<file path="src/rtl/pll_pkg.sv">
// Shared types and defaults for the PLL band-calibration controller.
// Holds the FSM state encoding, the default parameter values and the
// band reset-value helper.
package pll_pkg;

    localparam int unsigned BAND_W_DEF        = 4;
    localparam int unsigned CNT_W_DEF         = 12;
    localparam int unsigned WIN_CYCLES_DEF    = 1024;
    localparam int unsigned SETTLE_CYCLES_DEF = 64;

    typedef enum logic [2:0] {
        ST_IDLE,
        ST_SETTLE,
        ST_MEASURE,
        ST_DECIDE,
        ST_TRACK
    } cal_state_e;

    // Mid-scale band code: MSB set, all other bits clear.
    function automatic logic [31:0] band_mid(input int unsigned w);
        band_mid = 32'(1) << (w - 1);
    endfunction

endpackage

</file>
<file path="src/rtl/pll_edge_sync.sv">
// Brings an asynchronous square wave into the clk domain and emits a
// one-cycle pulse for every rising edge seen after synchronisation.
// Ports:
//   clk     - sampling clock
//   rst     - synchronous reset, active-high
//   async_i - asynchronous input (must toggle slower than clk/2)
//   pulse_o - registered one-cycle pulse per rising edge of async_i
module pll_edge_sync (
    input  logic clk,
    input  logic rst,
    input  logic async_i,
    output logic pulse_o
);

    // [0],[1]: two-flop synchroniser; [2]: delayed copy for edge detection
    logic [2:0] sync_q;
    logic       pulse_q;

    always_ff @(posedge clk) begin
        if (rst) begin
            sync_q  <= '0;
            pulse_q <= 1'b0;
        end else begin
            sync_q  <= {sync_q[1:0], async_i};
            pulse_q <= sync_q[1] & ~sync_q[2];
        end
    end

    assign pulse_o = pulse_q;

endmodule

</file>
<file path="src/rtl/pll_band_cal.sv">
// VCO band calibration and lock monitor. Picks the band code by
// successive approximation on windowed VCO edge counts, then keeps
// measuring to report lock/unlock, optionally recalibrating.
// Ports:
//   clk, rst          - clock and synchronous active-high reset
//   start             - one-cycle calibration request (ignored while busy)
//   vco_in            - asynchronous VCO (or divided) output
//   target, tol       - desired edge count per window and lock tolerance
//   auto_recal        - recalibrate after two consecutive bad windows
//   band              - VCO band code
//   busy, cal_done    - calibration running / finished
//   lock              - last tracking window within tolerance
//   unlock_sticky     - lock was lost since the last start
//   count_last        - edge count of the most recent completed window
module pll_band_cal
    import pll_pkg::*;
#(
    parameter int unsigned BAND_W        = BAND_W_DEF,
    parameter int unsigned CNT_W         = CNT_W_DEF,
    parameter int unsigned WIN_CYCLES    = WIN_CYCLES_DEF,
    parameter int unsigned SETTLE_CYCLES = SETTLE_CYCLES_DEF
) (
    input  logic              clk,
    input  logic              rst,
    input  logic              start,
    input  logic              vco_in,
    input  logic [CNT_W-1:0]  target,
    input  logic [CNT_W-1:0]  tol,
    input  logic              auto_recal,
    output logic [BAND_W-1:0] band,
    output logic              busy,
    output logic              cal_done,
    output logic              lock,
    output logic              unlock_sticky,
    output logic [CNT_W-1:0]  count_last
);

    localparam int unsigned IDX_W   = (BAND_W > 1) ? $clog2(BAND_W) : 1;
    localparam int unsigned TMR_MAX = (WIN_CYCLES > SETTLE_CYCLES) ? WIN_CYCLES : SETTLE_CYCLES;
    localparam int unsigned TMR_W   = (TMR_MAX > 1) ? $clog2(TMR_MAX) : 1;

    localparam logic [BAND_W-1:0] BAND_MID    = BAND_W'(band_mid(BAND_W));
    localparam logic [TMR_W-1:0]  WIN_LAST    = TMR_W'(WIN_CYCLES - 1);
    localparam logic [TMR_W-1:0]  SETTLE_LAST = TMR_W'(SETTLE_CYCLES - 1);
    localparam logic [CNT_W-1:0]  CNT_MAX     = {CNT_W{1'b1}};

    cal_state_e        state_q;
    logic [BAND_W-1:0] band_q;
    logic [IDX_W-1:0]  idx_q;
    logic              busy_q;
    logic              done_q;
    logic              lock_q;
    logic              sticky_q;
    logic [CNT_W-1:0]  count_q;
    logic [CNT_W-1:0]  cnt_q;
    logic [TMR_W-1:0]  tmr_q;
    logic              bad_q;   // previous tracking window was out of tolerance
    logic              eval_q;  // TRACK holds a fresh window to evaluate

    logic              edge_pulse;
    logic [CNT_W-1:0]  cnt_inc_c;
    logic [CNT_W:0]    err_c;
    logic              in_tol_c;
    logic              recal_c;
    logic              restart_c;

    pll_edge_sync u_edge_sync (
        .clk     (clk),
        .rst     (rst),
        .async_i (vco_in),
        .pulse_o (edge_pulse)
    );

    // Saturating edge count including this cycle's pulse
    assign cnt_inc_c = (edge_pulse && (cnt_q != CNT_MAX)) ? cnt_q + CNT_W'(1) : cnt_q;

    // |count_last - target| one bit wider so it never wraps
    assign err_c    = (count_q >= target) ? ({1'b0, count_q} - {1'b0, target})
                                          : ({1'b0, target} - {1'b0, count_q});
    assign in_tol_c = (err_c <= {1'b0, tol});

    // Second consecutive bad window with auto_recal behaves like start
    assign recal_c   = auto_recal && (state_q == ST_TRACK) && eval_q && !in_tol_c && bad_q;
    // start is honoured whenever no calibration is running (idle or tracking)
    assign restart_c = (start && !busy_q) || recal_c;

    always_ff @(posedge clk) begin
        if (rst) begin
            state_q  <= ST_IDLE;
            band_q   <= BAND_MID;
            idx_q    <= IDX_W'(BAND_W - 1);
            busy_q   <= 1'b0;
            done_q   <= 1'b0;
            lock_q   <= 1'b0;
            sticky_q <= 1'b0;
            count_q  <= '0;
            cnt_q    <= '0;
            tmr_q    <= '0;
            bad_q    <= 1'b0;
            eval_q   <= 1'b0;
        end else if (restart_c) begin
            state_q  <= ST_SETTLE;
            band_q   <= BAND_MID;
            idx_q    <= IDX_W'(BAND_W - 1);
            busy_q   <= 1'b1;
            done_q   <= 1'b0;
            lock_q   <= 1'b0;
            sticky_q <= 1'b0;
            tmr_q    <= '0;
            bad_q    <= 1'b0;
            eval_q   <= 1'b0;
        end else begin
            case (state_q)
                ST_IDLE: begin
                    state_q <= ST_IDLE;
                end
                ST_SETTLE: begin
                    if (tmr_q == SETTLE_LAST) begin
                        state_q <= ST_MEASURE;
                        tmr_q   <= '0;
                        cnt_q   <= '0;
                    end else begin
                        tmr_q <= tmr_q + TMR_W'(1);
                    end
                end
                ST_MEASURE: begin
                    if (tmr_q == WIN_LAST) begin
                        count_q <= cnt_inc_c;
                        tmr_q   <= '0;
                        eval_q  <= !busy_q;
                        state_q <= busy_q ? ST_DECIDE : ST_TRACK;
                    end else begin
                        cnt_q <= cnt_inc_c;
                        tmr_q <= tmr_q + TMR_W'(1);
                    end
                end
                ST_DECIDE: begin
                    if (count_q > target) begin
                        band_q[idx_q] <= 1'b0;
                    end
                    if (idx_q != '0) begin
                        band_q[idx_q - IDX_W'(1)] <= 1'b1;
                        idx_q   <= idx_q - IDX_W'(1);
                        state_q <= ST_SETTLE;
                    end else begin
                        busy_q  <= 1'b0;
                        done_q  <= 1'b1;
                        eval_q  <= 1'b0;
                        state_q <= ST_TRACK;
                    end
                end
                ST_TRACK: begin
                    // First entry after DECIDE has no tracking window yet
                    if (eval_q) begin
                        lock_q <= in_tol_c;
                        bad_q  <= !in_tol_c;
                        if (lock_q && !in_tol_c) begin
                            sticky_q <= 1'b1;
                        end
                    end
                    state_q <= ST_MEASURE;
                    cnt_q   <= '0;
                    tmr_q   <= '0;
                end
                default: begin
                    state_q <= ST_IDLE;
                end
            endcase
        end
    end

    assign band          = band_q;
    assign busy          = busy_q;
    assign cal_done      = done_q;
    assign lock          = lock_q;
    assign unlock_sticky = sticky_q;
    assign count_last    = count_q;

endmodule

</file>
<file path="config.mk">
export PLATFORM = sky130hd
export DESIGN_NAME = pll_band_cal
export DESIGN_NICKNAME = d
export VERILOG_FILES = /design/src/rtl/pll_pkg.sv /design/src/rtl/pll_edge_sync.sv /design/src/rtl/pll_band_cal.sv
export SDC_FILE = /design/constraint.sdc
export NUM_CORES = 1
export LEC_CHECK = 0
export BUFFER_PORTS_ARGS = -buffer_cell sky130_fd_sc_hd__buf_2
export CAP_MARGIN = 25
export CORE_UTILIZATION = 49
export DETAILED_ROUTE_END_ITERATION = 6
export GPL_TIMING_DRIVEN = 0
export HOLD_SLACK_MARGIN = 0.02
export PLACE_DENSITY = 0.74
export SLEW_MARGIN = 20
export SYNTH_ARGS = -nofsm -noshare
export SYNTH_HDL_FRONTEND = slang
export SYNTH_SLANG_ARGS = --single-unit
export TNS_END_PERCENT = 100
</file>
<file path="constraint.sdc">
create_clock -name clk -period 5.4 [get_ports clk]
set_clock_uncertainty 0.15 [all_clocks]
set_input_delay 1.08 -clock clk [delete_from_list [all_inputs] [get_ports clk]]
set_output_delay 1.08 -clock clk [all_outputs]
set_load 0.05 [all_outputs]
</file>
==> metrics.txt, run 1 <==
Hold Crit Class=reg2reg; antenna violations before repair=0; clk root buf=clkbuf_8; CTS Sinks=53; chip width=about 94 um; Die Area=8800 sq um; share of cells above drive strength 1=a little over a fifth; drt wl/cell=14.6 um; post-synth top area cell=dfxtp_1; Synth async-reset ratio=0%; WHS=about 0.24 ns; Final setup viols=0; CP cell instances=buf_2, inv_1, ha_1, buf_6, nand4_4, or3_4, or2_4, nand3_4, buf_12, mux2_4, o21bai_1, nor4b_2, nor3_4, ha_4, buf_4, nor2_1, or3_4, a31o_4, a21boi_4, buf_6, a211oi_1, o32ai_2; outcome=finished, final reports clean; TritonCTS buffer count=5; most common cell in the synthesized netlist=nor2_1; most used routing layer=met2; Final #Nets=657; Fin. Hold Viols=0; # IOs=49; Skew-Pair Late Insertion Delay=0.31 ns; largest cells by area after synthesis=dfxtp_1 (26%), ha_1 (13%), nor2_1 (5.4%), a21oi_1 (4.5%), inv_1 (4.4%); Cell variety after synth=69; post-DP HPWL=7.60 mm; synth cell count leaders=nor2_1 (59), dfxtp_1 (53), inv_1 (48), ha_1 (42), a21oi_1 (37); Ant. Diodes=0; WP data arrival=5.35 ns; Yosys top cell area share=25.7%; CP peak stage delay=0.41 ns; Port Buffer Count=48; Overall Global Routing Usage=22.0%; post-route antenna net violation count=0; Synth Warn #=0; routed vias=3832; final worst path period need=5.27 ns; sequential fraction of the synthesis area=25.7%; syn nets=585; Primary FF master, synth=dfxtp_1; period utilization=97.6%; GR Util met2=41.5%; FF-to-FF End=cnt_q[2]; DRC viols=0; WP data required=5.48 ns; r2r worst-path depth=20; Core Region=8180 sq um; WL final=10.1 mm; fmax=190 MHz; Max-Cap Viols=0; CTS Buffer Depth=2; vias in the first global route=3509; DR vias/cell=5.55; global route total overflow=0; CP endpoint kind=register; slowest CP cell=or3_4; met3 GRT Util=2.18%; CP Launch Point=target[9]; number of synthesized register bits=53; power per cell area=167 nW/um^2; Worst Setup Start Kind=input pin; H-tree depth=2; post-synthesis instance total=approximately 510; Core Rows=33; Mapped Area=4130 sq um; Hold Path Depth=1; end of the critical path=cnt_q[2]; Relative slew margins=a little under three fifths; FF-to-FF setup slack=0.62 ns; clock-pin slew on the worst setup and hold paths=0.10 ns; Peak VDD IR=0.216 mV; area grow syn2layout=19.6%; largest fanout on the critical path=5; Initial Util=between 50% and 60%; syn_area_per_cell=8.07 sq um; Tot Pwr=825 uW; final setup TNS=0 ns; GP Congestion=0.877; r2r startpoint=count_last[9]; P_leak=2.09 nW; First-pass DRT Iterations=5; fill count=approximately 750; Slew Limit Fails=0; Tightest Pin Transition=0.657 ns; CTS Hold Bufs=0; CTS tree=done; M1 GR Usage=roughly a quarter; largest net degree at the start of global routing=18; WS Path Type=in2reg; number of synthesized flops with an enable pin=0; chip height=roughly 94 um; first-pass GRT wire length=15.6 mm; DRT iter0 DRCs=159
==> placed cells by master (no fill, tap or decap), types with 4 or more instances in the layout <==
cell type,Yosys,layout
nor2_1,59,58
dfxtp_1,53,53
buf_2,4,49
inv_1,48,48
ha_1,42,39
a21oi_1,37,36
nand2_1,31,30
buf_4,3,20
nand3_1,17,16
xnor2_1,15,15
xor2_1,14,14
o21ai_0,14,14
a21o_1,13,13
a211oi_1,13,13
nand4_1,9,9
and3_1,9,9
nor2b_1,8,8
clkbuf_1,10,8
buf_6,2,6
mux2i_1,8,6
a31oi_1,6,6
nand2b_1,5,5
o21ai_1,6,5
clkbuf_8,0,5
mux2_2,4,4
o21a_1,4,4
nor4_1,4,4
or3_1,6,4
o311ai_1,1,4
==> state kept, by name, summed over array words and instances, names as in the netlist <==
signal,cells
unlock_sticky,1
count_last,12
u_edge_sync.sync_q,3
band,4
cnt_q,12
u_edge_sync.pulse_o,1
eval_q,1
tmr_q,10
idx_q,2
state_q,3
bad_q,1
cal_done,1
busy,1
lock,1
==> per-stage QoR <==
step / instance area, sq um / worst slack, ns / instances / util, %
final: 4940 / 0.129 / 690 / 60.4
after global placement: 4500 / -0.539 / 665 / 55.1
after global routing: 4940 / -0.0270 / 690 / 60.4
after CTS: 4700 / 0.0107 / 674 / 57.5
after detailed placement: 4500 / -0.601 / 665 / 55.1
after floorplan: 4130 / 0.134 / 512 / -
==> power breakdown <==
part | internal (mW) | switching [mW] | leakage, nW
sequential | 0.394 | 0.00254 | 0.428
combinational | 0.0689 | 0.0847 | 1.60
clock | 0.139 | 0.136 | 0.0585
total | 0.602 | 0.223 | 2.09
==> worst max-delay path: cells and delay by family <==
kind	cells	cell delay, ns
AOI/OAI and AO/OA	5	0.98
adders and majority gates	2	0.58
buffers and inverters	6	0.65
muxes	1	0.33
and+or+nand+nor	8	1.72
==> final cells by class <==
class | count | area, sq um | area share, %
sequential | 53 | 1060 | 21.5
buffer | 19 | 158 | 3.19
tap | 105 | 131 | 2.66
multi-input combinational | 390 | 2900 | 58.6
inverter | 48 | 180 | 3.65
clock buffer | 5 | 68.8 | 1.39
timing repair buffer | 67 | 400 | 8.11
clock inverter | 3 | 43.8 | 0.887
==> logic make-up (layout without fill, tap and decap cells) <==
family	Yosys count	count (layout)	share of synthesized area, %
mux	17	17	4.76
buf+inv	69	142	7.57
fa+ha+maj	44	44	13.7
simple gates	169	169	20.5
flops	53	53	25.7
xor+xnor	29	29	6.15
compound gates	131	131	21.6
==> routing by layer <==
metal | wire [um] | vias to the layer above
li1 | - | 1945
met1 | 4370 | 1804
met2 | 5210 | 63
met3 | 244 | 20
met4 | 236 | 0
met5 | 0 | -
==> worst min path at each step <==
stage | from | endpoint | slack [ns]
2_1_floorplan | u_edge_sync.sync_q[2] | u_edge_sync.pulse_o | 0.22
3_3_place_gp | u_edge_sync.sync_q[2] | u_edge_sync.pulse_o | 0.22
3_5_place_dp | u_edge_sync.sync_q[2] | u_edge_sync.pulse_o | 0.22
4_1_cts | u_edge_sync.sync_q[2] | u_edge_sync.pulse_o | 0.23
5_1_grt | u_edge_sync.sync_q[2] | u_edge_sync.pulse_o | 0.26
6_report | u_edge_sync.sync_q[2] | u_edge_sync.pulse_o | 0.24
==> repair_timing <==
item | 4_1_cts | 5_1_grt
resized for setup | 16 | 24
gates cloned | 1 | 1
pin swaps | 5 | 16
setup buffers | 1 | 16
setup endpoints to repair | 35 | 35
No activity file was read; power rests on OpenSTA's default activity.
==> run 2, diff against run 1 <==
CORE_UTILIZATION = 45   (was 49)
PLACE_DENSITY = 0.69   (was 0.74)
==> metrics.txt, run 2 (synthesis results as in run 1) <==
outcome=finished with violations (was finished, final reports clean); failing checks=DRC; finished layout cell area=5190 sq um (was 4940 sq um); Tot Pwr=839 uW (was 825 uW); area grow syn2layout=25.7% (was 19.6%); Initial Util=46.9% (was 50.5%); Port Buffer Count=48 (unchanged); CP cell instances=buf_2, inv_1, ha_1, buf_6, nand2_2, or3_4, or2_4, nand3_4, buf_8, mux2_4, a21oi_4, mux2_4, nor3_4, ha_4, nand4_1, nor3_4, or3_1, a31o_4, a21boi_4, buf_6, a211oi_2, o32ai_2 (was buf_2, inv_1, ha_1, buf_6, nand4_4, or3_4, or2_4, nand3_4, buf_12, mux2_4, o21bai_1, nor4b_2, nor3_4, ha_4, buf_4, nor2_1, or3_4, a31o_4, a21boi_4, buf_6, a211oi_1, o32ai_2); Skew-Pair Late Insertion Delay=0.32 ns (was 0.31 ns); Fin. Hold Viols=0 (unchanged); Overall Global Routing Usage=20.9% (was 22.0%); Final #Nets=665 (was 657); clock-pin slew on the worst setup and hold paths=0.09 ns (was 0.10 ns); most frequent cells in the layout=nor2_1 (59), dfxtp_1 (53), buf_2 (47) (was nor2_1 (58), dfxtp_1 (53), buf_2 (49)); largest fanout on the critical path=7 (was 5); DR vias/cell=5.65 (was 5.55); Worst Setup Start Kind=input pin (unchanged); chip width=97.8 um (was 93.8 um); Tightest Pin Transition=0.670 ns (was 0.657 ns); Hold Crit Class=reg2reg (unchanged); power per cell area=162 nW/um^2 (was 167 nW/um^2); CTS tree=done (unchanged); First-pass DRT Iterations=7 (was 5); Die Area=9570 sq um (was 8800 sq um); routed vias=3960 (was 3832); DRC viols=6 (was 0); Peak VDD IR=0.108 mV (was 0.216 mV); H-tree depth=2 (unchanged); final worst path period need=5.29 ns (was 5.27 ns); TritonCTS buffer count=5 (unchanged); antenna violations before repair=0 (unchanged); clk root buf=clkbuf_8 (unchanged); P_leak=2.14 nW (was 2.09 nW); WS Path Type=in2reg (unchanged); first-pass GRT wire length=16.5 mm (was 15.6 mm); Final setup viols=0 (unchanged); CP peak stage delay=0.38 ns (was 0.41 ns); WP data arrival=5.36 ns (was 5.35 ns); share of cells above drive strength 1=26.0% (was 21.7%); Max-Cap Viols=0 (unchanged); Slew Limit Fails=0 (unchanged); Core Rows=34 (was 33); global route total overflow=0 (unchanged); CTS Hold Bufs=0 (unchanged); Ant. Diodes=0 (unchanged); DRT iter0 DRCs=167 (was 159); WL final=10.9 mm (was 10.1 mm); CTS Sinks=53 (unchanged); post-DP HPWL=7.67 mm (was 7.60 mm); drt wl/cell=15.6 um (was 14.6 um); dpl cell area=4510 sq um (was 4500 sq um); Top delay family on crit path=simple AND/OR/NAND/NOR gates (unchanged); Core Region=8810 sq um (was 8180 sq um); fmax=189 MHz (was 190 MHz); post-route antenna net violation count=0 (unchanged); CP endpoint kind=register (unchanged); Critical path buffers and inverters=5 (was 6); period utilization=97.9% (was 97.6%); GP Congestion=0.946 (was 0.877); CTS Buffer Depth=2 (unchanged); Layout Utilization=58.9% (was 60.4%); most common cell after layout, fill and taps aside=nor2_1 (unchanged); WP data required=5.48 ns (about the same); vias in the first global route=3690 (was 3509); Relative slew margins=55.1% (was 55.9%); FF-to-FF setup slack=0.58 ns (was 0.62 ns); slowest CP cell=or3_4 (unchanged); WHS=0.234 ns (was 0.235 ns); # IOs=49 (unchanged); largest net degree at the start of global routing=18 (unchanged); chip height=97.8 um (was 93.8 um)
run 2: worst paths after layout:
| kind | start | to | cells after the start |
|---|---|---|---|
| max | target[5] | cnt_q[2] | 22 |
| min | u_edge_sync.sync_q[2] | u_edge_sync.pulse_o | 1 |
| max reg2reg | count_last[10] | cnt_q[2] | 20 |
| min reg2reg | u_edge_sync.sync_q[2] | u_edge_sync.pulse_o | 1 |
run 2: power by group:
group          switching (mW)  leakage (nW)  total (mW)  internal [mW]
Sequential            0.00258         0.428       0.396          0.394
Combinational          0.0922          1.66       0.169         0.0765
Clock                   0.135        0.0543       0.274          0.139
Total                   0.230          2.14       0.839          0.609
run 2: what timing repair did:
item / in CTS / in global routing
setup buffers: 1 / 25
gates resized for setup: 17 / 51
setup endpoints to repair: 34 / 34
cloned: 2 / 0
pin swaps: 5 / 27
run 2: per-stage QoR:
stage	setup TNS (ns)	setup slack, ns	std cells
2_1_floorplan	0	0.134	512
3_3_place_gp	-14.74	-0.586	668
3_5_place_dp	-15.67	-0.606	668
4_1_cts	0	0.00211	678
5_1_grt	-0.251	-0.0673	701
6_report	0	0.112	701
run 2: final cells by class:
| cell class | instances | area (sq um) |
|---|---|---|
| fillers | 778 | 3620 |
| multi-input cells | 390 | 3060 |
| flip-flops and latches | 53 | 1060 |
| repair buffers | 76 | 485 |
| inverters | 48 | 180 |
| plain buffers | 18 | 151 |
| well taps | 108 | 135 |
| clock buffers | 5 | 68.8 |
| clock inverters | 3 | 46.3 |
run 2: worst reg2reg max path, stage by stage (launching register included):
cell and delay (ns):
dfxtp_1 0.48, ha_4 0.25, buf_6 0.13, and3_4 0.18
a221oi_2 0.25, o21a_2 0.20, nand3_4 0.13, buf_8 0.19
mux2_4 0.32, a21oi_4 0.15, mux2_4 0.34, nor3_4 0.23
ha_4 0.23, nand4_1 0.12, nor3_4 0.05, or3_1 0.38
a31o_4 0.25, a21boi_4 0.23, buf_6 0.16, a211oi_2 0.04
o32ai_2 0.27
run 2: layer usage:
metal / vias to the layer above / GRT usage [%] / share of wire, % / wire [um]
li1: 1971 / - / - / -
met1: 1859 / 24.4 / 42 / 4630
met2: 102 / 39.4 / 51 / 5550
met3: 28 / 2.43 / 3.8 / 412
met4: 0 / 7.23 / 3.1 / 344
met5: - / 0 / 0 / 0
==> run 3, diff against run 2 <==
SYNTH_HIERARCHICAL = 1   (was not set)
==> metrics.txt, run 3 <==
outcome=finished, final reports clean (was finished with violations); period utilization=99.0% (was 97.9%); Top delay family on crit path=simple AND/OR/NAND/NOR gates (unchanged); pre-CTS WS=-0.759 ns (was -0.606 ns); clk root buf=clkbuf_8 (unchanged); post-route antenna net violation count=0 (unchanged); share of cells above drive strength 1=23.9% (was 26.0%); drt wl/cell=15.2 um (was 15.6 um); number of synthesized register bits=53 (unchanged); WP data arrival=5.44 ns (was 5.36 ns); clock-pin slew on the worst setup and hold paths=0.10 ns (was 0.09 ns); chip height=98.4 um (was 97.8 um); Cell variety after synth=68 (was 69); CP peak stage delay=0.59 ns (was 0.38 ns); final worst path period need=5.34 ns (was 5.29 ns); Final setup viols=0 (unchanged); Hold Path Depth=1 (unchanged); vias in the first global route=3793 (was 3690); chip width=98.4 um (was 97.8 um); WL final=10.9 mm (about the same); post-DP HPWL=8.22 mm (was 7.67 mm); first-pass GRT wire length=17.6 mm (was 16.5 mm); final setup TNS=0 ns (unchanged); Overall Global Routing Usage=22.1% (was 20.9%); CTS Buffer Depth=2 (unchanged); CTS Sinks=53 (unchanged); Worst Hold End=u_edge_sync/pulse_o (was u_edge_sync.pulse_o); Fin. Hold Viols=0 (unchanged); Synth async-reset ratio=0% (unchanged); WS Path Type=in2reg (unchanged); Layout Utilization=58.0% (was 58.9%); # IOs=49 (unchanged); Die Area=9680 sq um (was 9570 sq um); r2r worst-path depth=24 (was 20); DR vias/cell=5.58 (was 5.65); final std cells w/o fill=718 (was 701); post-synth top area cell=dfxtp_1 (unchanged); Core Rows=34 (unchanged); WP data required=5.50 ns (was 5.48 ns); dpl cell area=4560 sq um (was 4510 sq um); CP Launch Point=target[6] (was target[5]); post-synthesis instance total=531 (was 512); First-pass DRT Iterations=7 (unchanged); Hold Crit Class=reg2reg (unchanged); net load switching power=223 uW (was 230 uW); Max-Cap Viols=0 (unchanged); FF-to-FF End=tmr_q[9] (was cnt_q[2]); GP Congestion=0.884 (was 0.946); RSZ-0062 raised after global routing=yes; fmax=187 MHz (was 189 MHz); P_leak=2.18 nW (was 2.14 nW); routed vias=4009 (was 3960); Tot Pwr=823 uW (was 839 uW); clock power share=33.0% (was 32.6%); slowest CP cell=or4_4 (was or3_4); Port Buffer Count=48 (unchanged); syn nets=604 (was 585); DRT iter0 DRCs=181 (was 167); most frequent cells in the layout=dfxtp_1 (53), buf_2 (50), inv_1 (46), nor2_1 (46), nand2_1 (42) (was nor2_1 (59), dfxtp_1 (53), buf_2 (47)); WHS=0.273 ns (was 0.234 ns); sequential fraction of the synthesis area=25.4% (was 25.7%); cell internal pwr=600 uW (was 609 uW); Critical path buffers and inverters=6 (was 5); Initial Util=47.3% (was 46.9%); Relative slew margins=44.1% (was 55.1%); number of synthesized flops with an enable pin=0 (unchanged); DRC viols=0 (was 6); CTS tree=done (unchanged); Skew-Pair Late Insertion Delay=0.31 ns (was 0.32 ns); Worst Setup Slack, final=0.0557 ns (was 0.112 ns); area grow syn2layout=22.7% (was 25.7%); Core Region=8850 sq um (was 8810 sq um); most common cell after layout, fill and taps aside=dfxtp_1 (was nor2_1); largest net degree at the start of global routing=18 (unchanged); Mapped Area=4180 sq um (was 4130 sq um); placed cell count=687 (was 668); H-tree depth=2 (unchanged); Comb pwr share=18.9% (was 20.1%); Worst Setup Start Kind=input pin (unchanged); largest cells by area after synthesis=dfxtp_1 (25%), ha_1 (13%), nor2_1 (4.3%), inv_1 (4.2%), a21oi_1 (4.2%) (was dfxtp_1 (26%), ha_1 (13%), nor2_1 (5.4%), a21oi_1 (4.5%), inv_1 (4.4%)); antenna violations before repair=0 (unchanged); CP endpoint kind=register (unchanged); Final #Nets=682 (was 665); Yosys top cell area share=25.4% (was 25.7%); Peak VDD IR=0.198 mV (was 0.108 mV); TritonCTS buffer count=5 (unchanged); most common cell in the synthesized netlist=dfxtp_1 (was nor2_1); power per cell area=160 nW/um^2 (was 162 nW/um^2); Ant. Diodes=0 (unchanged); Tightest Pin Transition=0.827 ns (was 0.670 ns); largest fanout on the critical path=6 (was 7); Worst Hold Launch=u_edge_sync/sync_q[2] (was u_edge_sync.sync_q[2]); Synth Warn #=6 (was 0); Primary FF master, synth=dfxtp_1 (unchanged); r2r startpoint=count_last[6] (was count_last[10]); syn_area_per_cell=7.88 sq um (was 8.07 sq um); FF-to-FF setup slack=0.50 ns (was 0.58 ns); finished layout cell area=5130 sq um (was 5190 sq um); sw frac=27.1% (was 27.4%); global route total overflow=0 (unchanged); synth cell count leaders=dfxtp_1 (53), nor2_1 (48), inv_1 (47), nand2_1 (45), ha_1 (42) (was nor2_1 (59), dfxtp_1 (53), inv_1 (48), ha_1 (42), a21oi_1 (37)); Slew Limit Fails=0 (unchanged); register share of total power=48.1% (was 47.2%)
==> run 3: power by group through the flow <==
| stage | Sequential, mW | Clock (mW) | Combinational (mW) |
|---|---|---|---|
| after floorplan | 0.407 | 0 | 0.0882 |
| after global placement | 0.405 | 0 | 0.125 |
| after detailed placement | 0.405 | 0 | 0.127 |
| after CTS | 0.396 | 0.277 | 0.131 |
| after global routing | 0.397 | 0.292 | 0.173 |
| final | 0.396 | 0.272 | 0.155 |
==> run 3: cell type report <==
class                   count  area, sq um
fillers                   843         3720
multi-input cells         408         3080
flip-flops and latches     53         1060
repair buffers             72          434
inverters                  47          179
well taps                 108          135
plain buffers              22          126
clock buffers               5         68.8
clock inverters             3         46.3
==> run 3: what timing repair did <==
action / CTS / global route
resized for setup: 15 / 53
endpoints found under the setup margin: 32 / 29
pin swaps: 10 / 33
hold buffers: 0 / 0
endpoints found under the hold margin: 0 / 0
cloned: 1 / 0
buffers inserted: 6 / 18
==> run 3: how the worst max path moves through the flow <==
stage	endpoint	slack, ns	depth (start not counted)
2_1_floorplan	tmr_q[1]	0.007	23
3_3_place_gp	tmr_q[1]	-0.72	24
3_5_place_dp	tmr_q[2]	-0.76	24
4_1_cts	tmr_q[9]	0.03	24
5_1_grt	tmr_q[6]	-0.20	25
6_report	tmr_q[9]	0.06	26
==> run 3: layer usage <==
| metal | routed length, um | up-vias | share of wire [%] | track usage, % |
|---|---|---|---|---|
| met2 | 5640 | 91 | 52 | 40.2 |
| met4 | 140 | 0 | 1.3 | 5.51 |
| li1 | - | 2020 | - | - |
| met5 | 0 | - | 0 | 0 |
| met1 | 4760 | 1884 | 44 | 27.8 |
| met3 | 393 | 14 | 3.6 | 2.55 |
==> run 3: kinds of logic (layout without fill, tap and decap cells) <==
logic type	Yosys count	in the layout	share of synthesized area, %
AO/OA/AOI/OAI	129	129	21.4
XOR/XNOR	29	29	6.07
adder cells (fa/ha/maj)	44	44	13.5
buffers and inverters	71	149	6.97
flip-flops	53	53	25.4
multiplexers	11	11	2.72
AND/OR/NAND/NOR	194	195	23.9
